==> src/rtl/bram_bist_master_if.sv <==
// BRAM slave port bundle: word address, chip select, read/write strobes and data.
// The master drives the strobes and the address. The slave returns read data one cycle later.
interface bram_bist_master_if;
  logic [4:0]  mem_addr;
  logic        cs;
  logic        rd;
  logic        wr;
  logic [31:0] mem_wdata;
  logic [31:0] mem_rdata;

  modport master (output mem_addr, cs, rd, wr, mem_wdata, input mem_rdata);
  modport slave  (input mem_addr, cs, rd, wr, mem_wdata, output mem_rdata);
endinterface

==> src/rtl/bram_bist_master.sv <==
// BRAM march-style self test: writes pattern(a) to every word, reads it back and records the first mismatch.
// Optional macro BIST_INV_PASS_EN adds a second pass that uses the inverted pattern.
module bram_bist_master #(
  parameter int unsigned DEPTH   = 32,
  parameter logic [31:0] PATTERN = 32'hA5A5_0000
) (
  input  logic                 clk,
  input  logic                 resetn,
  input  logic                 start,
  output logic                 busy,
  output logic                 done,
  output logic                 pass,
  output logic [4:0]           fail_addr,
  bram_bist_master_if.master   bus
);

  localparam int unsigned AW = 5;
  localparam logic [AW-1:0] LAST = AW'(DEPTH - 1);

  typedef enum logic [2:0] {IDLE, WRITE, READ, DRAIN, FIN} state_t;

  state_t        state;
  logic [AW-1:0] addr_q;
  logic          cs_q, rd_q, wr_q;
  logic [31:0]   wdata_q;
  logic          rd_pend;
  logic [AW-1:0] exp_addr;
  logic          pol;

  function automatic logic [31:0] pat(input logic [AW-1:0] a, input logic inv);
    return PATTERN ^ {27'd0, a} ^ {32{inv}};
  endfunction

`ifdef BIST_INV_PASS_EN
  logic pass_idx;
  assign pol = pass_idx;
`else
  assign pol = 1'b0;
`endif

  assign bus.mem_addr  = addr_q;
  assign bus.cs        = cs_q;
  assign bus.rd        = rd_q;
  assign bus.wr        = wr_q;
  assign bus.mem_wdata = wdata_q;

  // Read data lags the issued address by one cycle, so each compare uses the delayed address.
  always_ff @(posedge clk) begin
    if (!resetn) begin
      state     <= IDLE;
      addr_q    <= '0;
      cs_q      <= 1'b0;
      rd_q      <= 1'b0;
      wr_q      <= 1'b0;
      wdata_q   <= '0;
      rd_pend   <= 1'b0;
      exp_addr  <= '0;
      busy      <= 1'b0;
      done      <= 1'b0;
      pass      <= 1'b0;
      fail_addr <= '0;
`ifdef BIST_INV_PASS_EN
      pass_idx  <= 1'b0;
`endif
    end else begin
      done     <= 1'b0;
      rd_pend  <= (state == READ);
      exp_addr <= addr_q;

      if (rd_pend && (bus.mem_rdata != pat(exp_addr, pol))) begin
        pass <= 1'b0;
        if (pass) fail_addr <= exp_addr;
      end

      unique case (state)
        IDLE: begin
          if (start) begin
            state     <= WRITE;
            addr_q    <= '0;
            cs_q      <= 1'b1;
            wr_q      <= 1'b1;
            wdata_q   <= pat('0, 1'b0);
            pass      <= 1'b1;
            fail_addr <= '0;
            busy      <= 1'b1;
`ifdef BIST_INV_PASS_EN
            pass_idx  <= 1'b0;
`endif
          end
        end
        WRITE: begin
          if (addr_q == LAST) begin
            state   <= READ;
            addr_q  <= '0;
            wr_q    <= 1'b0;
            rd_q    <= 1'b1;
            wdata_q <= '0;
          end else begin
            addr_q  <= addr_q + AW'(1);
            wdata_q <= pat(addr_q + AW'(1), pol);
          end
        end
        READ: begin
          if (addr_q == LAST) begin
            state  <= DRAIN;
            addr_q <= '0;
            cs_q   <= 1'b0;
            rd_q   <= 1'b0;
          end else begin
            addr_q <= addr_q + AW'(1);
          end
        end
        DRAIN: begin
`ifdef BIST_INV_PASS_EN
          if (!pass_idx) begin
            pass_idx <= 1'b1;
            state    <= WRITE;
            addr_q   <= '0;
            cs_q     <= 1'b1;
            wr_q     <= 1'b1;
            wdata_q  <= pat('0, 1'b1);
          end else begin
            state <= FIN;
            done  <= 1'b1;
          end
`else
          state <= FIN;
          done  <= 1'b1;
`endif
        end
        FIN: begin
          state <= IDLE;
          busy  <= 1'b0;
        end
        default: state <= IDLE;
      endcase
    end
  end

endmodule

==> src/flat_wrapper.sv <==
// flat-port wrapper written by rule: the top's interface ports become plain ports
module bram_bist_master_flat 
#(
  parameter int unsigned DEPTH   = 32,
  parameter logic [31:0] PATTERN = 32'hA5A5_0000
)
  (clk, resetn, start, busy, done, pass, fail_addr, bus_mem_addr, bus_cs, bus_rd, bus_wr, bus_mem_wdata, bus_mem_rdata);
  bram_bist_master_if bus_i ();
  input  logic clk;
  input  logic resetn;
  input  logic start;
  output logic busy;
  output logic done;
  output logic pass;
  output logic [4:0] fail_addr;
  output wire logic [$bits(bus_i.mem_addr)-1:0] bus_mem_addr;
  output wire logic [$bits(bus_i.cs)-1:0] bus_cs;
  output wire logic [$bits(bus_i.rd)-1:0] bus_rd;
  output wire logic [$bits(bus_i.wr)-1:0] bus_wr;
  output wire logic [$bits(bus_i.mem_wdata)-1:0] bus_mem_wdata;
  input wire logic [$bits(bus_i.mem_rdata)-1:0] bus_mem_rdata;
  assign bus_mem_addr = bus_i.mem_addr;
  assign bus_cs = bus_i.cs;
  assign bus_rd = bus_i.rd;
  assign bus_wr = bus_i.wr;
  assign bus_mem_wdata = bus_i.mem_wdata;
  assign bus_i.mem_rdata = bus_mem_rdata;
  bram_bist_master #(.DEPTH(DEPTH), .PATTERN(PATTERN)) u_core (.clk(clk), .resetn(resetn), .start(start), .busy(busy), .done(done), .pass(pass), .fail_addr(fail_addr), .bus(bus_i));
endmodule
==> config.mk <==
export PLATFORM = sky130hd
export DESIGN_NAME = bram_bist_master_flat
export DESIGN_NICKNAME = d
export VERILOG_FILES = /design/src/rtl/bram_bist_master_if.sv /design/src/rtl/bram_bist_master.sv /design/src/flat_wrapper.sv
export SDC_FILE = /design/constraint.sdc
export NUM_CORES = 1
export LEC_CHECK = 0
export ABC_CLOCK_PERIOD_IN_PS = 3700
export CAP_MARGIN = 20
export CORE_MARGIN = 2
export CORE_UTILIZATION = 67
export CTS_CLUSTER_SIZE = 12
export DETAILED_ROUTE_END_ITERATION = 12
export DONT_BUFFER_PORTS = 1
export GPL_TIMING_DRIVEN = 0
export HOLD_SLACK_MARGIN = 0.1
export PLACE_DENSITY = 0.88
export SKIP_CTS_REPAIR_TIMING = 1
export SYNTH_ARGS = -nofsm -noshare
export SYNTH_HDL_FRONTEND = slang
export SYNTH_SLANG_ARGS = --single-unit
==> constraint.sdc <==
create_clock -name clk -period 3.7 [get_ports clk]
set_clock_uncertainty 0.05 [all_clocks]
set_input_delay 0.555 -clock clk [delete_from_list [all_inputs] [get_ports clk]]
set_output_delay 0.555 -clock clk [all_outputs]
set_load 0.02 [all_outputs]
* After elaboration in Yosys (flattened, before gate mapping)
Index checks and enable logic that the tools add are counted.
** Word-level totals
- Flip-flop bits (word level) :: 57
- Input port bits :: 35
- Output and inout port bits :: 48
** Cells by class
- Add/subtract/negate cells :: 1
- Equal/unequal tests :: 9
- Mux-type cells :: 25
- Reduce and logical (&&, ||, !) cells :: 15
** Operators with widths (number)
- $mux W32 :: 2
- $pmux W32 S2 :: 1
- $ne A32 B32 Y1 :: 1
- $mux W5 :: 6
- $pmux W3 S4 :: 1
- $reduce_and A3 Y1 :: 4
- $pmux W5 S2 :: 1
- $reduce_bool A2 Y1 :: 5
- $mux W3 :: 3
- $pmux W1 S2 :: 4
- $mux W1 :: 7
- $eq A3 B2 Y1 const B :: 2
- $reduce_and A2 Y1 :: 3
- $add A5 B1 Y5 const B :: 1
- $eq A5 B5 Y1 const B :: 1
- $ne A2 B2 Y1 const B :: 2
- $eq A3 B1 Y1 const B :: 1
- $eq A3 B3 Y1 const B :: 1
- $logic_not A3 Y1 :: 1
- $ne A2 B1 Y1 const B :: 1
- $reduce_or A2 Y1 :: 1
- $logic_and A1 B1 Y1 :: 1

* Longest topological paths before layout
- Depth after elaboration :: 5
- Mapped depth :: 7
- Depth with buffers taken out :: 6

* Worst setup path before layout
No wires, ideal clock.
- Path kind :: register to register
- Start point :: reg u_core.addr_q[0], in the netlist u_core.bus.mem_addr[0]
- End point :: reg u_core.wdata_q[2], in the netlist u_core.bus.mem_wdata[2]
- Library setup time :: 0.128 ns
- Data arrival time :: 1.576 ns
- Path slack :: 1.946 ns
- Stages on the path, launching flop included :: 8
- Path buffers :: 1
- Clock period less this slack :: 1.754 ns
- Cell sequence :: dfxtp_1 > ha_1 > and3_1 > ha_1 > clkbuf_1 > nor2_1 > a22oi_1 > nor2_1
** Between the ends
- Cells in the longest elaborated chain, start to end :: 3
- Elaborated cells on any way between the ends :: 4
** Ends and longest elaborated chain
- start, declared :: RTL line bram_bist_master.sv:23 : logic [AW-1:0] addr_q;
- start signal, assigned :: RTL line bram_bist_master.sv:99 : addr_q <= addr_q + AW'(1);
- start signal, assigned :: RTL line bram_bist_master.sv:110 : addr_q <= addr_q + AW'(1);
- $add A5 B1 Y5 / $eq A5 B5 Y1 (equally long branches) :: RTL line bram_bist_master.sv:100, bram_bist_master.sv:92
- $mux W32 * :: RTL line bram_bist_master.sv:92 : if (addr_q == LAST) begin
- $pmux W32 S2 * :: RTL line bram_bist_master.sv:75 : unique case (state)
- end signal, assigned :: RTL line bram_bist_master.sv:82 : wdata_q <= pat('0, 1'b0);
- end signal, assigned :: RTL line bram_bist_master.sv:100 : wdata_q <= pat(addr_q + AW'(1), pol);
- end, declared :: RTL line bram_bist_master.sv:25 : logic [31:0] wdata_q;
Every way passes the cells marked *; elsewhere a longest branch is shown, timed or not.
A chain may end at the register's enable or synchronous reset.

* Worst setup path in the final report
- Start point :: reg u_core.addr_q[0], in the netlist u_core.bus.mem_addr[0]
- End point :: reg u_core.addr_q[0], in the netlist u_core.bus.mem_addr[0]
** Between the ends
- Cells in the longest elaborated chain, start to end :: 3
- Elaborated cells on any way between the ends :: 4
** Ends and longest elaborated chain (RTL line)
- $add A5 B1 Y5 / $eq A5 B5 Y1 (equally long branches)
- $mux W5 * :: bram_bist_master.sv:92, bram_bist_master.sv:104
- $pmux W5 S2 * :: bram_bist_master.sv:75
Marked as above.

==> results.txt <==
TritonCTS built the clock tree. The worst path needs 2.15 ns of the cycle, external delays included. The worst hold slack is 0.395 ns. Leaving out fill and tap cells, the most frequent cell in the layout is dfxtp_1.

The leakage power figure came out at 0.819 nW. By area the synthesized netlist is led by dfxtp_1, buf_4, nor2_1. The number of unique standard cell types used by synthesis is 45. The count of final hold-check violations came out at 0. The starting utilization of the core area is 70.6%. The slowest stage of the critical path belongs to the cell dfxtp_1. The sequential cell area fraction in the yosys report is 35.8%. The peak supply drop is 0.360 mV.

Setup violations remaining at the end of the flow were counted as 0. Data on the critical path arrives at its endpoint at 2.31 ns. The clock transition at the register clock pins on the worst setup and hold paths after CTS is 0.09 ns. The worst setup path category is flip-flop to flip-flop. The critical path goes through ha_1 > and3_1 > ha_1 > clkbuf_1 > nor2_1 > a22oi_1 > nor2_1. The pin count of the biggest net entering global routing is 11.

Yosys printed 0 warnings. The nature of the critical path endpoint is a flip-flop. The upper clock frequency limit is 466 MHz. Summed over its instances, the top area cell type makes up 35.8% of the synthesized netlist area. The number of max-cap violations is 0. The area of the die came out at 0.00301 mm^2. Global routing used 26.6% of the available tracks across all layers. The flow ran to the end, and the final reports show no timing, DRC or antenna violations. The count of flip-flops with a built-in enable after synthesis came out at 0. The tree built by TritonCTS fans out to 31 sinks. The number of CTS-inserted buffers came out at 5. In this run the power density over the cells is 373 mW/mm^2. The total of fill cells in the finished design came out at 178.

The number of slew-limit violations in the final report is 0. The detailed placement HPWL is 3030 um. The total area inside the core boundary comes to 0.00245 mm^2. The number of buffers and inverters on the critical path is 1. The average size of a mapped cell is 8.66 um^2. In the layout the commonest cells are dfxtp_1, buf_4, conb_1. The count of input and output buffers is 0. The actual slew at the worst max-slew pin is 0.514 ns.

The number of rows in the core area is 18. The total congestion overflow after global routing is 0. The average detailed-routed wire length per instance is 15.4 um. Summing internal, switching and leakage power gives 0.711 mW. The repair_antennas step left the layout with diodes totalling 0. The y dimension of the die came out at 54.9 um. The H-tree was split into 2 levels. Summed over all instances, the cell type with the most area after synthesis is dfxtp_1. The share of flip-flops with an asynchronous set or reset after synthesis is 0%. Counting every instance in the synthesized netlist gives 200. The total detailed-routing wirelength came out at 3930 um. Clock latency on the worst-skew pair, taken at its later pin, is 0.33 ns. Along the worst path, the maximum fanout reaches 10.

The number of buffers on the longest clock path came out at 2. The total instance count after detailed placement came out at 248. The final layout net count is 262. The fraction of the mapped netlist area in compound gates is 13.6%. The number of primary I/O pins came out at 83. The required time at the endpoint of the critical path is 3.86 ns.

The synthesized design contains 31 register bits. The critical path's largest stage delay came out at 0.58 ns. In the routed layout, each cell is associated on average with a via count of 5.90. The first TritonRoute pass finished after 4 iterations. The xor/xnor cell area share of the yosys netlist is 4.04%.

The die width came out at 54.9 um. The via count of the first global-routing pass came to 1315. The number of antenna violations at the first check in global routing came out at 0. The fraction of the mapped netlist area in simple logic gates came out at 28.7%. The number of antenna-violating nets in the routed design came out at 0. The wire length of the first global-routing pass came out at 5620 um.

Compared with the post-synthesis result, the final layout area differs by 10.2%. The placer's final routability congestion estimate is 0.828. In this run the worst hold path is classified as primary input to flip-flop. The share of cell area taken by muxes after synthesis is 0.650%. The share of cells above drive strength 1 came out at 20.4%. Broken down by cell family, the worst path's largest delay share belongs to flip-flops.

In the routed design, unresolved DRC markers number 0. The dominant combinational cell family by area after synthesis is simple AND/OR/NAND/NOR gates. In the synthesized netlist the dominant register cell turns out to be dfxtp_1. In this run the cell area of the synthesized design comes to 0.00173 mm^2. Measured against its own limit, the worst slew margin works out to 65.6%. The final cell count without fillers is 255. Clock tree synthesis selected as its root buffer the cell clkbuf_4. The arithmetic-cell share of the synthesized area counting full adders, half adders and majority gates is 1.44%.

The worst setup path is launched from a flip-flop. Setup repair after global routing left no endpoint under its margin. The number of design-rule violations left by the first detailed-router iteration is 51. The routed layout has 1504 vias. The post-route fraction of the period consumed by the critical path came out at 58.0%. The setup TNS is 0 ns.
## state kept, by name (all words and copies together), names as in the netlist
signal and flops:
u_core.bus.wr 1, u_core.done 1, u_core.bus.mem_wdata 6, u_core.bus.cs 1, u_core.state 3, u_core.bus.rd 1
u_core.bus.mem_addr 5, u_core.fail_addr 5, u_core.pass 1, u_core.rd_pend 1, u_core.exp_addr 5, u_core.busy 1
## Yosys cell counts (2+ instances only)
cell type	number
buf_2	5
nand3_1	12
nor4_1	2
a21oi_1	4
and2_1	5
nor4b_2	2
clkbuf_1	2
a22o_1	3
nor3_1	8
xnor2_1	7
and4_1	3
inv_1	4
a32oi_1	5
nor2_1	18
o21ai_0	8
dfxtp_1	31
buf_4	27
nand2_1	7
ha_1	2
nor3b_1	8
a22oi_1	6
nand4_1	8
## cell families (layout without fill, tap and decap cells)
| family | after synthesis | after routing |
|---|---|---|
| adders and majority gates | 2 | 2 |
| AOI/OAI and AO/OA | 34 | 34 |
| buffers and inverters | 41 | 48 |
| and+or+nand+nor | 82 | 82 |
| DFF | 31 | 31 |
| xor gates and xnor gates | 8 | 8 |
| muxes | 1 | 1 |
| other | 1 | 19 |
## worst paths after layout
| kind | startpoint | to | slack (ns) | cells past startpoint |
|---|---|---|---|---|
| setup / recovery | u_core.bus.mem_addr[0]$_SDFFE_PN0P_ | u_core.bus.mem_addr[0]$_SDFFE_PN0P_ | 1.55 | 7 |
| setup reg to reg | u_core.bus.mem_addr[0]$_SDFFE_PN0P_ | u_core.bus.mem_addr[0]$_SDFFE_PN0P_ | 1.55 | 7 |
| hold / removal | start | u_core.busy$_SDFFE_PN0P_ | 0.40 | 2 |
| hold reg to reg | u_core.rd_pend$_SDFF_PN0_ | u_core.pass$_SDFF_PN0_ | 0.52 | 1 |
## layout make-up
cell class                 count  area [um^2]  area share [%]
buffer                        37          255            13.4
clock buffer                   6         41.3            2.16
clock inverter                 1         30.0            1.57
inverter                       4         15.0           0.786
multi-input combinational    146          910            47.6
sequential                    31          621            32.5
tap                           30         37.5            1.97
## stage by stage
step,worst slack [ns],utilization (%),cell area [um^2]
floorplan,1.95,-,1800
global placement,1.68,74.9,1840
detailed placement,1.59,74.9,1840
CTS,1.58,77.8,1910
global route,1.44,77.8,1910
finish,1.55,77.8,1910
## layer usage
metal | part of all wire, % | up-vias | track usage [%]
met3 | 9.9 | 12 | 8.20
met4 | 1.8 | 0 | 12.5
li1 | - | 736 | -
met5 | 0 | - | 0
met1 | 39 | 666 | 29.8
met2 | 50 | 90 | 45.4
## where the power goes
group / switching (mW) / internal [mW]
clock network: 0.112 / 0.139
registers: 0.0194 / 0.342
logic: 0.0582 / 0.0409
Power figures use the tool's default switching activity.
